**config.mk**
```make
export PLATFORM = sky130hd
export DESIGN_NAME = pipe_hazard_ctrl
export DESIGN_NICKNAME = d
export VERILOG_FILES = /design/src/rtl/pipe_hazard_ctrl_pkg.sv /design/src/rtl/pipe_hazard_ctrl_fwd_unit.sv /design/src/rtl/pipe_hazard_ctrl.sv
export SDC_FILE = /design/constraint.sdc
export NUM_CORES = 1
export LEC_CHECK = 0
export CAP_MARGIN = 0
export CORE_ASPECT_RATIO = 1.75
export CORE_MARGIN = 4
export CORE_UTILIZATION = 38
export CTS_BUF_LIST = sky130_fd_sc_hd__clkbuf_8 sky130_fd_sc_hd__clkbuf_16
export CTS_CLUSTER_SIZE = 10
export DETAILED_ROUTE_END_ITERATION = 7
export PLACE_DENSITY_LB_ADDON = 0.2
export SLEW_MARGIN = 5
export SYNTH_ARGS = -nofsm -noshare
export SYNTH_HDL_FRONTEND = slang
export SYNTH_SLANG_ARGS = --single-unit
```
**constraint.sdc**
```tcl
create_clock -name clk -period 2.33 [get_ports clk]
set_input_delay 0.466 -clock clk [delete_from_list [all_inputs] [get_ports clk]]
set_output_delay 0.466 -clock clk [all_outputs]
set_load 0.1 [all_outputs]
```
**src/rtl/pipe_hazard_ctrl_pkg.sv**
```systemverilog
// Shared types for the IF/ID/EX hazard controller: operand-source selects and
// the control FSM state encoding.
package pipe_hazard_ctrl_pkg;

    typedef enum logic [1:0] {
        FWD_RF  = 2'd0,
        FWD_EX  = 2'd1,
        FWD_MEM = 2'd2
    } fwd_sel_e;

    typedef enum logic [1:0] {
        RUN      = 2'd0,
        REDIRECT = 2'd1,
        MC_WAIT  = 2'd2
    } ctrl_state_e;

    // x0 never forwards; a younger EX result shadows the writeback-side one.
    function automatic fwd_sel_e pick_src(input logic [4:0] rs,
                                          input logic       ex_hit,
                                          input logic       mem_hit);
        fwd_sel_e sel;
        sel = FWD_RF;
        if (rs != 5'd0) begin
            if (ex_hit) begin
                sel = FWD_EX;
            end else if (mem_hit) begin
                sel = FWD_MEM;
            end
        end
        return sel;
    endfunction

endpackage

```
**src/rtl/pipe_hazard_ctrl_fwd_unit.sv**
```systemverilog
// Combinational operand forwarding selects and load-use hazard detection
// between the instruction in ID and the producers in EX and writeback.
module hazard_fwd_unit
    import pipe_hazard_ctrl_pkg::*;
(
    input  logic       id_valid,
    input  logic [4:0] id_rs1_addr,
    input  logic       id_rs1_ren,
    input  logic [4:0] id_rs2_addr,
    input  logic       id_rs2_ren,
    input  logic       ex_valid,
    input  logic [4:0] ex_rd_addr,
    input  logic       ex_rd_wen,
    input  logic       ex_is_load,
    input  logic       mem_valid,
    input  logic [4:0] mem_rd_addr,
    input  logic       mem_rd_wen,
    output logic [1:0] fwd_rs1_sel,
    output logic [1:0] fwd_rs2_sel,
    output logic       load_use
);

    logic ex_fwd_ok;
    logic mem_fwd_ok;
    logic ex_load_ok;
    logic rs1_hit_load;
    logic rs2_hit_load;

    always_comb begin
        // A load's data is not ready in EX, so it can only forward from writeback.
        ex_fwd_ok   = ex_valid && ex_rd_wen && !ex_is_load;
        mem_fwd_ok  = mem_valid && mem_rd_wen;
        ex_load_ok  = ex_valid && ex_is_load && ex_rd_wen && (ex_rd_addr != 5'd0);

        fwd_rs1_sel = pick_src(id_rs1_addr,
                               ex_fwd_ok && (ex_rd_addr == id_rs1_addr),
                               mem_fwd_ok && (mem_rd_addr == id_rs1_addr));
        fwd_rs2_sel = pick_src(id_rs2_addr,
                               ex_fwd_ok && (ex_rd_addr == id_rs2_addr),
                               mem_fwd_ok && (mem_rd_addr == id_rs2_addr));

        rs1_hit_load = id_rs1_ren && (id_rs1_addr == ex_rd_addr);
        rs2_hit_load = id_rs2_ren && (id_rs2_addr == ex_rd_addr);
        load_use     = id_valid && ex_load_ok && (rs1_hit_load || rs2_hit_load);
    end

endmodule

```
**src/rtl/pipe_hazard_ctrl.sv**
```systemverilog
// Pipeline control for the IF/ID/EX core: stalls, flushes, branch redirect,
// multicycle-EX wait with timeout, and a saturating stall counter.
module pipe_hazard_ctrl
    import pipe_hazard_ctrl_pkg::*;
#(
    parameter int XLEN       = 64,
    parameter int MC_TIMEOUT = 64,
    parameter int CNT_W      = 32
) (
    input  logic            clk,
    input  logic            rst,
    input  logic            id_valid,
    input  logic [4:0]      id_rs1_addr,
    input  logic            id_rs1_ren,
    input  logic [4:0]      id_rs2_addr,
    input  logic            id_rs2_ren,
    input  logic            ex_valid,
    input  logic [4:0]      ex_rd_addr,
    input  logic            ex_rd_wen,
    input  logic            ex_is_load,
    input  logic            mem_valid,
    input  logic [4:0]      mem_rd_addr,
    input  logic            mem_rd_wen,
    input  logic            ex_br_taken,
    input  logic [XLEN-1:0] ex_br_target,
    input  logic            ex_mc_start,
    input  logic            ex_mc_done,
    input  logic            if_imem_ready,
    output logic            stall_if,
    output logic            stall_id,
    output logic            stall_ex,
    output logic            flush_id,
    output logic            flush_ex,
    output logic            redirect_valid,
    output logic [XLEN-1:0] redirect_pc,
    output logic [1:0]      fwd_rs1_sel,
    output logic [1:0]      fwd_rs2_sel,
    output logic            mc_err,
    output logic [CNT_W-1:0] stall_cnt
);

    localparam int TW = $clog2(MC_TIMEOUT + 1);

    ctrl_state_e      state_q, state_d;
    logic [TW-1:0]    timer_q, timer_d;
    logic             redirect_valid_q, redirect_valid_d;
    logic [XLEN-1:0]  redirect_pc_q, redirect_pc_d;
    logic             mc_err_q, mc_err_d;
    logic [CNT_W-1:0] stall_cnt_q, stall_cnt_d;

    logic       load_use;
    logic [1:0] fu_rs1_sel;
    logic [1:0] fu_rs2_sel;

    hazard_fwd_unit u_fwd (
        .id_valid    (id_valid),
        .id_rs1_addr (id_rs1_addr),
        .id_rs1_ren  (id_rs1_ren),
        .id_rs2_addr (id_rs2_addr),
        .id_rs2_ren  (id_rs2_ren),
        .ex_valid    (ex_valid),
        .ex_rd_addr  (ex_rd_addr),
        .ex_rd_wen   (ex_rd_wen),
        .ex_is_load  (ex_is_load),
        .mem_valid   (mem_valid),
        .mem_rd_addr (mem_rd_addr),
        .mem_rd_wen  (mem_rd_wen),
        .fwd_rs1_sel (fu_rs1_sel),
        .fwd_rs2_sel (fu_rs2_sel),
        .load_use    (load_use)
    );

    always_comb begin
        state_d          = state_q;
        timer_d          = timer_q;
        redirect_valid_d = 1'b0;
        redirect_pc_d    = redirect_pc_q;
        mc_err_d         = mc_err_q;
        stall_if         = 1'b0;
        stall_id         = 1'b0;
        stall_ex         = 1'b0;
        flush_id         = 1'b0;
        flush_ex         = 1'b0;

        unique case (state_q)
            RUN: begin
                if (ex_br_taken) begin
                    flush_id         = 1'b1;
                    flush_ex         = 1'b1;
                    redirect_valid_d = 1'b1;
                    redirect_pc_d    = ex_br_target;
                    state_d          = REDIRECT;
                end else if (ex_mc_start && !ex_mc_done) begin
                    timer_d = '0;
                    state_d = MC_WAIT;
                end else if (load_use) begin
                    stall_if = 1'b1;
                    stall_id = 1'b1;
                    flush_ex = 1'b1;
                end else if (!if_imem_ready) begin
                    stall_if = 1'b1;
                    flush_id = 1'b1;
                end
            end
            REDIRECT: begin
                flush_id = 1'b1;
                state_d  = RUN;
            end
            MC_WAIT: begin
                if (ex_mc_done) begin
                    state_d = RUN;
                end else if (timer_q == TW'(MC_TIMEOUT - 1)) begin
                    // Abort: bubble the hung op out of EX but keep ID/IF held this cycle.
                    stall_if = 1'b1;
                    stall_id = 1'b1;
                    flush_ex = 1'b1;
                    mc_err_d = 1'b1;
                    state_d  = RUN;
                end else begin
                    stall_if = 1'b1;
                    stall_id = 1'b1;
                    stall_ex = 1'b1;
                    timer_d  = timer_q + TW'(1);
                end
            end
            default: state_d = RUN;
        endcase

        stall_cnt_d = stall_cnt_q;
        if (stall_id && (stall_cnt_q != {CNT_W{1'b1}})) begin
            stall_cnt_d = stall_cnt_q + CNT_W'(1);
        end

        // Hold every combinational control quiet while reset is asserted.
        if (rst) begin
            stall_if = 1'b0;
            stall_id = 1'b0;
            stall_ex = 1'b0;
            flush_id = 1'b0;
            flush_ex = 1'b0;
        end
    end

    always_ff @(posedge clk) begin
        if (rst) begin
            state_q          <= RUN;
            timer_q          <= '0;
            redirect_valid_q <= 1'b0;
            redirect_pc_q    <= '0;
            mc_err_q         <= 1'b0;
            stall_cnt_q      <= '0;
        end else begin
            state_q          <= state_d;
            timer_q          <= timer_d;
            redirect_valid_q <= redirect_valid_d;
            redirect_pc_q    <= redirect_pc_d;
            mc_err_q         <= mc_err_d;
            stall_cnt_q      <= stall_cnt_d;
        end
    end

    assign redirect_valid = redirect_valid_q;
    assign redirect_pc    = redirect_pc_q;
    assign mc_err         = mc_err_q;
    assign stall_cnt      = stall_cnt_q;
    assign fwd_rs1_sel    = rst ? FWD_RF : fu_rs1_sel;
    assign fwd_rs2_sel    = rst ? FWD_RF : fu_rs2_sel;

endmodule

```
==> qor.csv <==
metric,value,unit
run status,finished clean,
first-pass GRT wire length,23500,um
iteration-0 DRC count of the detailed router,107,
Die ar.,14200,sq um
post-DP HPWL,11200,um
H-tree depth,3,
cell taking the most area after synthesis,dfxtp_1,
sequential cell area,2210,sq um
Worst slew margin,0.564,
worst path required time,1860,ps
ANT nets after route,0,
Post-synth EDFFs,0,
Max VDD drop,383,uV
Post-DP Area,7250,sq um
max-cap check violation count,0,
CP Max Fanout,2,
Fin Setup TNS,0,ps
clock share of power,0.316,
Post-Synth XOR/XNOR Area,0.0861,
Worst Path Arrival,1840,ps
HP Class,flip-flop to flip-flop,
post-route minimum period,2310,ps
area delta synth->final,67.9,%
static leakage,0.00316,uW
synth unique cells,48,
Pwr Density,614,nW/um^2
RR Startpoint,stall_cnt[0]$_SDFFE_PP0P_,
Compound-Gate Fraction of Synth Area,0.116,
Synth Area in Adders,0.00535,
period utilization,0.991,
Clock Latency Late Sink,350,ps
Final Slew Violations,0,
vias after detailed routing,4920,
cts-stage hold buffer count,0,
# DRC,0,
drt pass-1 iters,4,
Syn Nets,688,
total wire length,14900,um
mux cell area share after synthesis,0.00722,
final core utilization,0.651,
ys flop type,dfxtp_1,
Starting Density,0.388,
total power,4820,uW
share of layout cells above drive strength 1,0.341,
unrepaired setup endpoints after global routing,true,
clock root buffer,clkbuf_16,
CTS Sinks,107,
crit end category,primary output,
Net Switching,1680,uW
syn avg cell area,7.96,sq um
Gate power share,0.282,
vias per cell,4.90,
Mapped Cells,588,
fin area,7860,sq um
hold endpoint,mc_err$_SDFFE_PP0P_,
internal power,3150,uW
hold path startpoint,mc_err$_SDFFE_PP0P_,
"Warnings, synthesis",0,
antenna violations before repair,1,
switching portion of total power,0.347,
FP Rows,53,
sequential power share,0.402,
Worst Setup Start Kind,input port,
core region area,12100,sq um
post-synth top area share,0.458,
Final Hold Viols,0,
FF-to-FF path depth,8,
fmax,433,MHz
Reg-to-Reg End,stall_cnt[31]$_SDFFE_PP0P_,
largest net degree at the start of global routing,67,
Die Y,155,um
# setup viols final,0,
post-synthesis sequential area ratio,0.458,
Async SR Flop Fraction,0,
area taken by multi-input logic gates,2750,sq um
Worst Tran Pin Value,654,ps
Post-Syn Area,4680,sq um
largest family of logic cells by synthesized area,simple AND/OR/NAND/NOR gates,
Die Wd,91.9,um
synth top area cells,"dfxtp_1 (46%), nand2_1 (12%), a21oi_1 (8.8%)",
Max Root-Sink Buffers,2,
GRT Resource Usage Total,0.202,
drt wl/cell,14.9,um
# fillers,1087,
grt ovf,0,
IO buf count,204,
simple-gate share of the synthesized area,0.295,
CTS tree,built,
total CTS buffers,9,
Clock Skews,11.7,ps
routability cong.,0.858,
Top Ports,205,
Worst-path clk slew,70,ps
nets@finish,934,
vias in the first global route,4863,
Crit Path Class,input port to primary output,
r2r setup slk,120,ps
Hold Path Cell Cnt,2,
slack of the critical path,21.4,ps
Setup WS pre-CTS,-481,ps
"flops & latches, synth",107,
## logic make-up after synthesis
logic type               count (synthesis)
buffers and inverters                   34
AO/OA/AOI/OAI                          100
AND/OR/NAND/NOR                        296
flip-flops                             107
multiplexers                             3
XOR/XNOR                                46
adder cells (fa/ha/maj)                  2
## layout make-up
type                       instances  area share
clock buffer                      10      0.0319
antenna                            1    0.000319
timing repair buffer             266       0.302
inverter                           3     0.00143
clock inverter                     6     0.00669
multi-input combinational        447       0.350
tap                              165      0.0263
sequential                       107       0.282
## cells in the final DEF, fill, tap and decap left out, drive strengths merged, types with 4 or more instances in the layout
cell type and instances:
buf 185, nand2 154, dfxtp 107, a21oi 82, clkdlybuf4s50 67, nor2 48, xnor2 41, nand3 18
nor3 17, nand4 11, clkbuf 10, dlygate4sd2 8, inv 8, nor4 6, and4 6, and2 6
or4 5, xor2 5, dlymetal6s2s 5, o21ai 4, nor4b 4
## state kept, by name, summed over array words and instances (netlist names)
name,count
redirect_pc,64
stall_cnt,32
timer_q,7
state_q,2
mc_err,1
redirect_valid,1
## critical path, cell delays in order
cell and delay (ps):
buf_4 140, xnor2_4 170, nand3_2 110, nor2_4 140
buf_6 120, o211ai_1 120, nand2_2 130, a21oi_4 40
nor3_4 200, buf_12 200
## power by group through the flow
| stage | sequential, uW | combinational, uW | clock (uW) |
|---|---|---|---|
| floorplan | 2520 | 330 | 0 |
| global placement | 1980 | 1290 | 0 |
| detailed placement | 1980 | 1300 | 0 |
| CTS | 1940 | 1320 | 1580 |
| global route | 1950 | 1420 | 1660 |
| finish | 1940 | 1360 | 1530 |
## repair_timing
item | CTS | global route
pin swaps | 25 | 24
resized for setup | 85 | 60
setup buffers | 9 | 7
endpoints found under the setup margin | 21 | 7
## worst max-delay path by stage
stage	start	endpoint	slack [ps]	depth (start not counted)
finish	id_rs2_addr[0]	stall_if	20	10
global route	id_rs2_addr[4]	stall_if	-80	10
CTS	state_q[0]$_SDFFE_PP0P_	flush_ex	2	7
detailed placement	ex_rd_addr[0]	stall_cnt[21]$_SDFFE_PP0P_	-480	9
global placement	ex_rd_addr[3]	flush_ex	-460	8
floorplan	ex_rd_addr[3]	stall_if	-240	7
## synthesized netlist by cell type (3+ instances only)
library cell / number
buf_1: 7
and4_1: 5
buf_6: 3
inv_1: 3
nor4b_1: 4
nand2b_1: 3
a21oi_1: 82
dfxtp_1: 107
nand3_1: 18
or4_1: 5
o31ai_1: 3
nor2_1: 48
clkbuf_1: 19
xnor2_1: 41
mux2_2: 3
o21ai_0: 4
nor3_1: 16
nand4_1: 10
and3_1: 3
nor2b_1: 3
nor4_1: 6
xor2_1: 5
and2_1: 5
nand2_1: 154
or3_1: 3
## metrics by stage
stage,hold slack (ps),std cells
4_1_cts,458,997
2_1_floorplan,459,588
6_report,455,1005
3_5_place_dp,447,973
5_1_grt,472,1005
3_3_place_gp,443,973
## metal layers
| layer | track usage | up-vias | wire length, um |
|---|---|---|---|
| li1 | - | 2485 | - |
| met1 | 0.224 | 2265 | 5850 |
| met2 | 0.370 | 151 | 8070 |
| met3 | 0.0477 | 19 | 798 |
| met4 | 0.0744 | 0 | 229 |
| met5 | 0 | - | 0 |
(Power assumes the default switching activity.)
